[src/rtl/fsic_wb_target_mux.sv]
// Wishbone slave sequencer: decodes the management-port address, issues one
// registered request to one of four register targets, and returns ack/data with timeout and error capture.
module fsic_wb_target_mux #(
  parameter int unsigned TIMEOUT  = 255,
  parameter logic [31:0] ERR_DATA = 32'hDEAD_BEEF
) (
  input  logic         wb_clk,
  input  logic         wb_rst_n,
  input  logic [31:0]  wbs_adr,
  input  logic [31:0]  wbs_wdata,
  input  logic [3:0]   wbs_sel,
  input  logic         wbs_cyc,
  input  logic         wbs_stb,
  input  logic         wbs_we,
  output logic         wbs_ack,
  output logic [31:0]  wbs_rdata,
  output logic [3:0]   tgt_stb,
  output logic         tgt_we,
  output logic [3:0]   tgt_sel,
  output logic [11:0]  tgt_adr,
  output logic [31:0]  tgt_wdata,
  input  logic [3:0]   tgt_ack,
  input  logic [127:0] tgt_rdata,
  output logic         err_irq,
  output logic [31:0]  err_addr,
  input  logic         err_clr
);

  typedef enum logic [1:0] {IDLE, REQ, RESP} state_t;

  localparam logic [9:0] TO_LAST = 10'(TIMEOUT - 1);

  state_t      state, state_d;
  logic [1:0]  tgt_idx;
  logic [9:0]  cnt;
  logic        mapped, hit_ack, timed_out;
  logic        launch, done_ok, done_err, abort;
  logic [31:0] err_adr_d;

  assign mapped    = (wbs_adr[31:16] == 16'h3000) && (wbs_adr[15:14] == 2'b00);
  assign hit_ack   = tgt_ack[tgt_idx];
  assign timed_out = (cnt >= TO_LAST);

  always_comb begin
    // NOTE: every signal gets a default before the case so no path leaves it unassigned (no latch).
    state_d   = state;
    launch    = 1'b0;
    done_ok   = 1'b0;
    done_err  = 1'b0;
    abort     = 1'b0;
    err_adr_d = wbs_adr;
    case (state)
      IDLE: begin
        if (wbs_cyc && wbs_stb) begin
          if (mapped) begin
            launch  = 1'b1;
            state_d = REQ;
          end else begin
            done_err = 1'b1;
            state_d  = RESP;
          end
        end
      end
      REQ: begin
        // A vanished master outranks everything: nobody is left to ack.
        if (!wbs_cyc) begin
          abort   = 1'b1;
          state_d = IDLE;
        end else if (hit_ack) begin
          done_ok = 1'b1;
          state_d = RESP;
        end else if (timed_out) begin
          done_err  = 1'b1;
          err_adr_d = {16'h3000, 2'b00, tgt_idx, tgt_adr};
          state_d   = RESP;
        end
      end
      RESP:    state_d = IDLE;
      default: state_d = IDLE;
    endcase
  end

  always_ff @(posedge wb_clk or negedge wb_rst_n) begin
    if (!wb_rst_n) state <= IDLE;
    else           state <= state_d;
  end

  always_ff @(posedge wb_clk or negedge wb_rst_n) begin
    if (!wb_rst_n) begin
      wbs_ack   <= 1'b0;
      wbs_rdata <= '0;
      tgt_stb   <= '0;
      tgt_we    <= 1'b0;
      tgt_sel   <= '0;
      tgt_adr   <= '0;
      tgt_wdata <= '0;
      tgt_idx   <= '0;
      cnt       <= '0;
      err_irq   <= 1'b0;
      err_addr  <= '0;
    end else begin
      // NOTE: sequential state uses non-blocking assignments so all flops update from pre-edge values.
      wbs_ack <= done_ok | done_err;

      if (done_ok)       wbs_rdata <= tgt_rdata[{tgt_idx, 5'b0} +: 32];
      else if (done_err) wbs_rdata <= ERR_DATA;

      if (launch) begin
        tgt_stb   <= 4'b0001 << wbs_adr[13:12];
        tgt_idx   <= wbs_adr[13:12];
        tgt_we    <= wbs_we;
        tgt_sel   <= wbs_sel;
        tgt_adr   <= wbs_adr[11:0];
        tgt_wdata <= wbs_wdata;
        cnt       <= '0;
      end else if (state == REQ) begin
        if (done_ok || done_err || abort) tgt_stb <= '0;
        if (cnt != 10'h3FF) cnt <= cnt + 10'd1;
      end

      // A new error beats a simultaneous clear.
      if (done_err) begin
        err_irq  <= 1'b1;
        err_addr <= err_adr_d;
      end else if (err_clr) begin
        err_irq  <= 1'b0;
      end
    end
  end

endmodule
[config.mk]
export PLATFORM = sky130hd
export DESIGN_NAME = fsic_wb_target_mux
export DESIGN_NICKNAME = d
export VERILOG_FILES = /design/src/rtl/fsic_wb_target_mux.sv
export SDC_FILE = /design/constraint.sdc
export NUM_CORES = 1
export LEC_CHECK = 0
export ABC_AREA = 1
export BUFFER_PORTS_ARGS = -buffer_cell sky130_fd_sc_hd__clkbuf_2
export CAP_MARGIN = 20
export CORE_MARGIN = 4
export CORE_UTILIZATION = 46
export DETAILED_ROUTE_END_ITERATION = 12
export PLACE_DENSITY = 0.9
export SYNTH_ARGS = -nofsm -noshare
export SYNTH_HDL_FRONTEND = slang
export SYNTH_SLANG_ARGS = --single-unit
[constraint.sdc]
create_clock -name wb_clk -period 2.05 [get_ports wb_clk]
set_input_delay 0.1025 -clock wb_clk [delete_from_list [all_inputs] [get_ports wb_clk]]
set_output_delay 0.1025 -clock wb_clk [all_outputs]
set_load 0.005 [all_outputs]
==> impl_summary.log, run 1 <==
[metrics] HPWL after DPL: between 15000 and 20000 um
[metrics] number of enable-type register cells in the synthesized netlist: 0
[metrics] critical path launch point type: register
[metrics] Post-Layout Cell Count: roughly 1400
[metrics] Crit path required time: between 2 and 2.5 ns
[metrics] Synth area leaders: dfrtp_1 52%, nand2_1 17%, nor2_1 9.2%
[metrics] class of the tightest hold or removal check: in2reg
[metrics] share of power burned in the clock network: 37.7%
[metrics] setup slack of the critical path after layout: 0.170 ns
[metrics] number of sinks handled by clock tree synthesis: between 100 and 150
[metrics] fraction of power spent switching nets: between 30 and 40%
[metrics] Post-Syn Area per Cell: 7.55 um^2
[metrics] net switching power figure: roughly 2.2 mW
[metrics] synth unique cells: 24
[metrics] Detailed Route WL: 24400 um
[metrics] area post-placement: 8250 um^2
[metrics] internal power contribution: approximately 5.1 mW
[metrics] largest net degree at the start of global routing: 64
[metrics] Overall Global Routing Usage: 30.2%
[metrics] power share of the combinational group: 19.5%
[metrics] die width: between 100 and 150 um
[metrics] number of buffers inserted during clock tree synthesis: 17
[metrics] CP arrival: approximately 2.2 ns
[metrics] port buffer count: between 300 and 400
[metrics] most frequent standard cell in the layout excluding fill and tap cells: clkbuf_2
[metrics] Synthesis Warnings: 0
[metrics] IO Count: between 300 and 400
[metrics] cell taking the most area after synthesis: dfrtp_1
[metrics] vias per inst: approximately 5.3
[metrics] leakage power summed over all cells: slightly above 5 nW
[metrics] root buffer selected by CTS: clkbuf_16
[metrics] floorplan core area: between 10000 and 15000 um^2
[metrics] status: completed
[metrics] post-route cell area: 9480 um^2
[metrics] final total negative setup slack: 0 ns
[metrics] number of design rule violations left after detail routing: 0
[metrics] area of all sequential standard cells: 3330 um^2
[metrics] worst hold slack: ~0.025 ns
[metrics] final RePlAce weighted congestion: approximately 0.9
[metrics] maximum root-to-sink buffer count: 2
[metrics] Post-Syn Area: approximately 6500 um^2
[metrics] average routed wire per standard cell: ~17 um
[metrics] part of the cycle the worst path needs: between 90% and 100%
[metrics] Die Span Y: about 130 um
[metrics] total grt overflow: 0
[metrics] worst slack, placed: ~0.22 ns
[metrics] number of H-tree levels: 4
[metrics] max-capacitance violation count: 0
[metrics] setup repair after global routing missed its margin: false
[metrics] cell count after synthesis: between 800 and 900
[metrics] placed cell count: approximately 1300
[metrics] fraction of the core area covered by cells at the end of the flow: around two thirds
[metrics] latest clock arrival within the worst-skew pair: roughly 0.42 ns
[metrics] maximum clock frequency: 532 MHz
[metrics] clk_skew: around 0.013 ns
[metrics] starting density of the core: 46.7%
[metrics] initial antenna violation count: 0
[metrics] vias in the first global route: between 7000 and 8000
[metrics] total area of multi-input combinational cells: 2780 um^2
[metrics] final net count: between 1000 and 1500
[metrics] count of endpoints failing setup in the final report: 0
[metrics] share of post-route cells with drive strength above 1: between 30% and 40%
[metrics] VDD IR max: about 0.49 mV
[metrics] relative max-transition margin: between 60% and 70%
[metrics] area enclosed by the die boundary: ~16000 um^2
[metrics] max-slew violations: 0
[metrics] Post-DRT Antenna Nets: 0
[metrics] share of total power in sequential cells: a little over two fifths
[metrics] number of iterations in the first detailed-routing pass: 6
[metrics] Async SR Flop Fraction: between 90% and 100%
[metrics] Least-Margin Pin Slew: 0.555 ns
[metrics] area fraction of the dominant cell type after synthesis: roughly half
[metrics] number of filler cells placed in the layout: around 1000
[metrics] TritonCTS clock tree: yes
[metrics] wire length of the first global-routing pass: ~38000 um
[metrics] Area growth syn-to-layout: 46.9%
[metrics] number of hold violations in the final report: 0
[metrics] overall power: approximately 7.4 mW
[metrics] number of rows created at floorplan: between 40 and 50
[metrics] total number of vias: approximately 7500
[metrics] number of nets in the synthesized netlist: ~1100
[metrics] critical path capture point type: register
[metrics] commonest cells after routing, fill and taps aside: 323 x clkbuf_2, 292 x nand2_1, 158 x nor2_1
[metrics] register bit count reported by yosys: 133
[metrics] CP Max Fanout: 24
[metrics] Top FF cell, synth: dfrtp_1
[metrics] class of the most critical setup path: reg2reg
[metrics] First DRT Iteration DRCs: around 650
[metrics] minimum clock period: between 1.5 and 2 ns
[metrics] PwrDens: 777 nW/um^2
[metrics] Reg clk slew, reported paths: about 0.060 ns
[metrics] sequential share of the synthesized area: between 50% and 60%
-- layer usage --
layer / vias up / global-route usage (%) / wire length [um] / part of all wire (%)
met4: 0 / 16.3 / 1250 / 5.1
met3: 107 / 8.25 / 2060 / 8.4
met5: - / 0 / 0 / 0
met1: 3477 / 37.8 / 9400 / 39
li1: 3499 / - / - / -
met2: 459 / 47.7 / 11700 / 48
-- worst max-delay path, cell delays in order, from the launching register on --
cell     delay, ns
dfrtp_1       0.39
inv_1         0.09
ha_1          0.21
nor2_1        0.11
nor2_1        0.05
nand2_1       0.06
nand2_2       0.08
nand3_4       0.08
nand2_2       0.16
buf_12        0.21
nor2_1        0.24
a31oi_1       0.08
-- area by class of cell --
class	count	share of cell area [%]
timing repair buffer	411	26.3
sequential	133	35.1
inverter	31	1.23
tap	180	2.38
clock buffer	19	4.57
multi-input combinational	643	29.3
clock inverter	13	1.10
antenna	1	0.0264
-- path summary, 6_finish.rpt --
| check | start | endpoint | slack, ns | cells past startpoint |
|---|---|---|---|---|
| min | wbs_adr[13] | tgt_stb[3] | 0.02 | 3 |
| max | cnt[0] | err_addr[10] | 0.17 | 11 |
| min in group asynchronous | wb_rst_n | wbs_rdata[14] | 0.15 | 2 |
| min reg2reg | wbs_rdata[20] | wbs_rdata[20] | 0.47 | 2 |
| max in group asynchronous | wb_rst_n | tgt_wdata[24] | 1.15 | 3 |
| max reg2reg | cnt[0] | err_addr[10] | 0.17 | 11 |
-- synthesized netlist by cell type, types with 3 or more instances --
cell type  count
nand4_1        4
buf_2         19
buf_4          5
nor2_1       158
inv_2          6
nor2_2         4
xor2_1         4
nand2_2        4
a31oi_1       14
o21ai_0       65
nor3_1         3
clkbuf_1      20
nand2_1      293
nand3_1       53
inv_1         25
o22ai_1       24
dfrtp_1      133
a21oi_1       11
-- registers in the layout (all words and copies together), names as in the netlist --
name and cells:
tgt_adr 12, err_addr 32, cnt 10, tgt_wdata 32
wbs_ack 1, tgt_we 1, state 2, wbs_rdata 32
tgt_idx 2, tgt_stb 4, err_irq 1, tgt_sel 4
-- power by group through the flow --
stage / logic, mW / registers [mW] / clock network (mW)
after floorplan: 0.536 / 3.16 / 0
after global placement: 1.24 / 3.16 / 0
after detailed placement: 1.28 / 3.16 / 0
after CTS: 1.39 / 3.12 / 2.80
after global routing: 1.58 / 3.19 / 2.93
final: 1.43 / 3.15 / 2.78
-- kinds of logic (layout without fill, tap and decap cells) --
| logic type | Yosys count | after routing | synth area share (%) |
|---|---|---|---|
| buffers and inverters | 79 | 474 | 5.49 |
| other | 0 | 1 | 0 |
| DFF | 133 | 133 | 51.6 |
| xor gates and xnor gates | 6 | 6 | 0.814 |
| AOI/OAI and AO/OA | 114 | 114 | 9.58 |
| and+or+nand+nor | 521 | 521 | 32.2 |
| adders and majority gates | 2 | 2 | 0.388 |
-- timing repair --
| item | in CTS | in global routing |
|---|---|---|
| endpoints found under the hold margin | 122 | 0 |
| gates resized for setup | 0 | 1 |
| hold buffers | 69 | 0 |
| setup endpoints to repair | 0 | 1 |
| buffers inserted | 0 | 0 |
Note: power is estimated with default switching activity, not from simulation.
==> run 2: changes to the inputs <==
--- a/config.mk
+++ b/config.mk
@@ -11,7 +11,8 @@
 export CORE_MARGIN = 4
 export CORE_UTILIZATION = 46
 export DETAILED_ROUTE_END_ITERATION = 12
-export PLACE_DENSITY = 0.9
+export GPL_TIMING_DRIVEN = 0
+export PLACE_DENSITY = 0.79
 export SYNTH_ARGS = -nofsm -noshare
 export SYNTH_HDL_FRONTEND = slang
 export SYNTH_SLANG_ARGS = --single-unit
==> impl_summary.log, run 2 (synthesis results as in run 1) <==
[metrics] First DRT Iteration DRCs: ~650
[metrics] IO Count: 325
[metrics] number of sinks handled by clock tree synthesis: between 100 and 150
[metrics] class of the most critical setup path: reg2reg
[metrics] vias in the first global route: ~7500
[metrics] port buffer count: 324
[metrics] Post-DRT Antenna Nets: 0
[metrics] cell breakdown of the critical path: nor2_2, inv_1, nor2_1, nand4_1, buf_2, buf_2, nand2_1, nand2_1
[metrics] PwrDens: roughly 770 nW/um^2
[metrics] Die Span Y: roughly 130 um
[metrics] critical path capture point type: register
[metrics] number of design rule violations left after detail routing: 0
[metrics] VDD IR max: roughly 0.56 mV
[metrics] class of the tightest hold or removal check: in2reg
[metrics] Area growth syn-to-layout: 48.8%
[metrics] relative max-transition margin: 64.7%
[metrics] leakage power summed over all cells: between 5 and 6 nW
[metrics] placed cell count: around 1400
[metrics] root buffer selected by CTS: clkbuf_16
[metrics] total number of vias: 7608
[metrics] total grt overflow: 0
[metrics] setup repair after global routing missed its margin: false
[metrics] maximum clock frequency: ~530 MHz
[metrics] critical path launch point type: register
[metrics] Max stage delay on crit path: roughly 0.4 ns
[metrics] status: completed
[metrics] setup slack of the critical path after layout: around 0.17 ns
[metrics] post-route cell area: between 9000 and 10000 um^2
[metrics] clk_skew: 0.00593 ns
[metrics] worst slack, placed: 0.169 ns
[metrics] largest net degree at the start of global routing: 77
[metrics] final net count: 1478
[metrics] part of the cycle the worst path needs: between 90% and 100%
[metrics] final total negative setup slack: 0 ns
[metrics] fraction of the core area covered by cells at the end of the flow: a little over two thirds
[metrics] met2 Track Usage GR: 48.3%
[metrics] count of buffering cells on the critical path with inverters included: 3
[metrics] share of post-route cells with drive strength above 1: 31.0%
[metrics] final RePlAce weighted congestion: 0.905
[metrics] number of hold violations in the final report: 0
[metrics] Overall Global Routing Usage: around 30%
[metrics] latest clock arrival within the worst-skew pair: 0.42 ns
[metrics] most used routing layer: met2
[metrics] Crit path required time: around 2.4 ns
[metrics] wire length of the first global-routing pass: between 30000 and 40000 um
[metrics] Reg clk slew, reported paths: roughly 0.06 ns
[metrics] max-slew violations: 0
[metrics] Least-Margin Pin Slew: ~0.53 ns
[metrics] vias per inst: about 5.2
[metrics] critical path's slowest cell: dfrtp_1
[metrics] max-capacitance violation count: 0
[metrics] number of iterations in the first detailed-routing pass: 8
[metrics] met1 track demand over resource in global routing: about two fifths
[metrics] CP Max Fanout: 10
[metrics] die width: 126 um
[metrics] TritonCTS clock tree: yes
[metrics] most frequent standard cell in the layout excluding fill and tap cells: clkbuf_2
[metrics] Post-Layout Cell Count: 1463
[metrics] count of endpoints failing setup in the final report: 0
[metrics] average routed wire per standard cell: 16.8 um
[metrics] overall power: ~7.4 mW
[metrics] HPWL after DPL: 17200 um
[metrics] number of H-tree levels: 4
[metrics] minimum clock period: around 1.9 ns
[metrics] floorplan core area: 13800 um^2
[metrics] Detailed Route WL: about 25000 um
[metrics] initial antenna violation count: 0
[metrics] area enclosed by the die boundary: 16000 um^2
[metrics] area post-placement: between 8000 and 9000 um^2
[metrics] count of antenna diodes in the layout: 0
[metrics] number of rows created at floorplan: 43
[metrics] CP arrival: around 2.2 ns
[metrics] met3 usage in global routing: a little over 7%
[metrics] number of buffers inserted during clock tree synthesis: 17
[metrics] family of cells with the greatest summed delay on the critical path: simple AND/OR/NAND/NOR gates
[metrics] maximum root-to-sink buffer count: 2
[metrics] worst hold slack: 0.0292 ns
[metrics] starting density of the core: between 40% and 50%
[metrics] commonest cells after routing, fill and taps aside: 324 x clkbuf_2, 293 x nand2_1, 157 x nor2_1
[metrics] largest registers in the final layout: err_addr (32), tgt_wdata (32), wbs_rdata (32)
==> run 2: timing repair <==
item | in CTS | in global routing
buffers inserted | 0 | 0
hold buffers | 71 | 0
gates resized for setup | 0 | 3
setup endpoints to repair | 0 | 6
hold endpoints to repair | 142 | 0
==> run 2: worst paths after layout <==
check / startpoint / to / slack (ns) / depth (start not counted)
setup / recovery: state[0] / tgt_wdata[7] / 0.17 / 8
hold / removal: tgt_rdata[81] / wbs_rdata[17] / 0.03 / 5
setup reg to reg: state[0] / tgt_wdata[7] / 0.17 / 8
hold reg to reg: tgt_stb[0] / tgt_stb[0] / 0.47 / 2
max in group asynchronous: wb_rst_n / err_addr[31] / 1.08 / 3
min in group asynchronous: wb_rst_n / wbs_rdata[17] / 0.21 / 2
==> run 2: power breakdown <==
| part | internal, mW | switching (mW) |
|---|---|---|
| sequential | 2.94 | 0.173 |
| clock | 1.75 | 1.11 |
| combinational | 0.682 | 0.779 |
| total | 5.37 | 2.07 |
==> run 2: layout make-up <==
class / count / area, um^2
Timing Repair Buffer: 396 / 2370
Clock buffer: 23 / 478
Sequential cell: 133 / 3330
Buffer: 48 / 239
Inverter: 31 / 116
Fill cell: 1101 / 4220
Tap cell: 180 / 225
Clock inverter: 9 / 77.6
Multi-Input combinational cell: 643 / 2780
==> run 2: worst register-to-register path: cells and delay by family, from the launching register on <==
family	cells	cell delay [ns]
AND/OR/NAND/NOR	5	0.77
buffers and inverters	3	0.58
flip-flops	1	0.40
==> run 2: metal layers <==
layer | wire [um] | vias up
li1 | - | 3563
met1 | 9710 | 3564
met2 | 11900 | 385
met3 | 1700 | 96
met4 | 1170 | 0
met5 | 0 | -
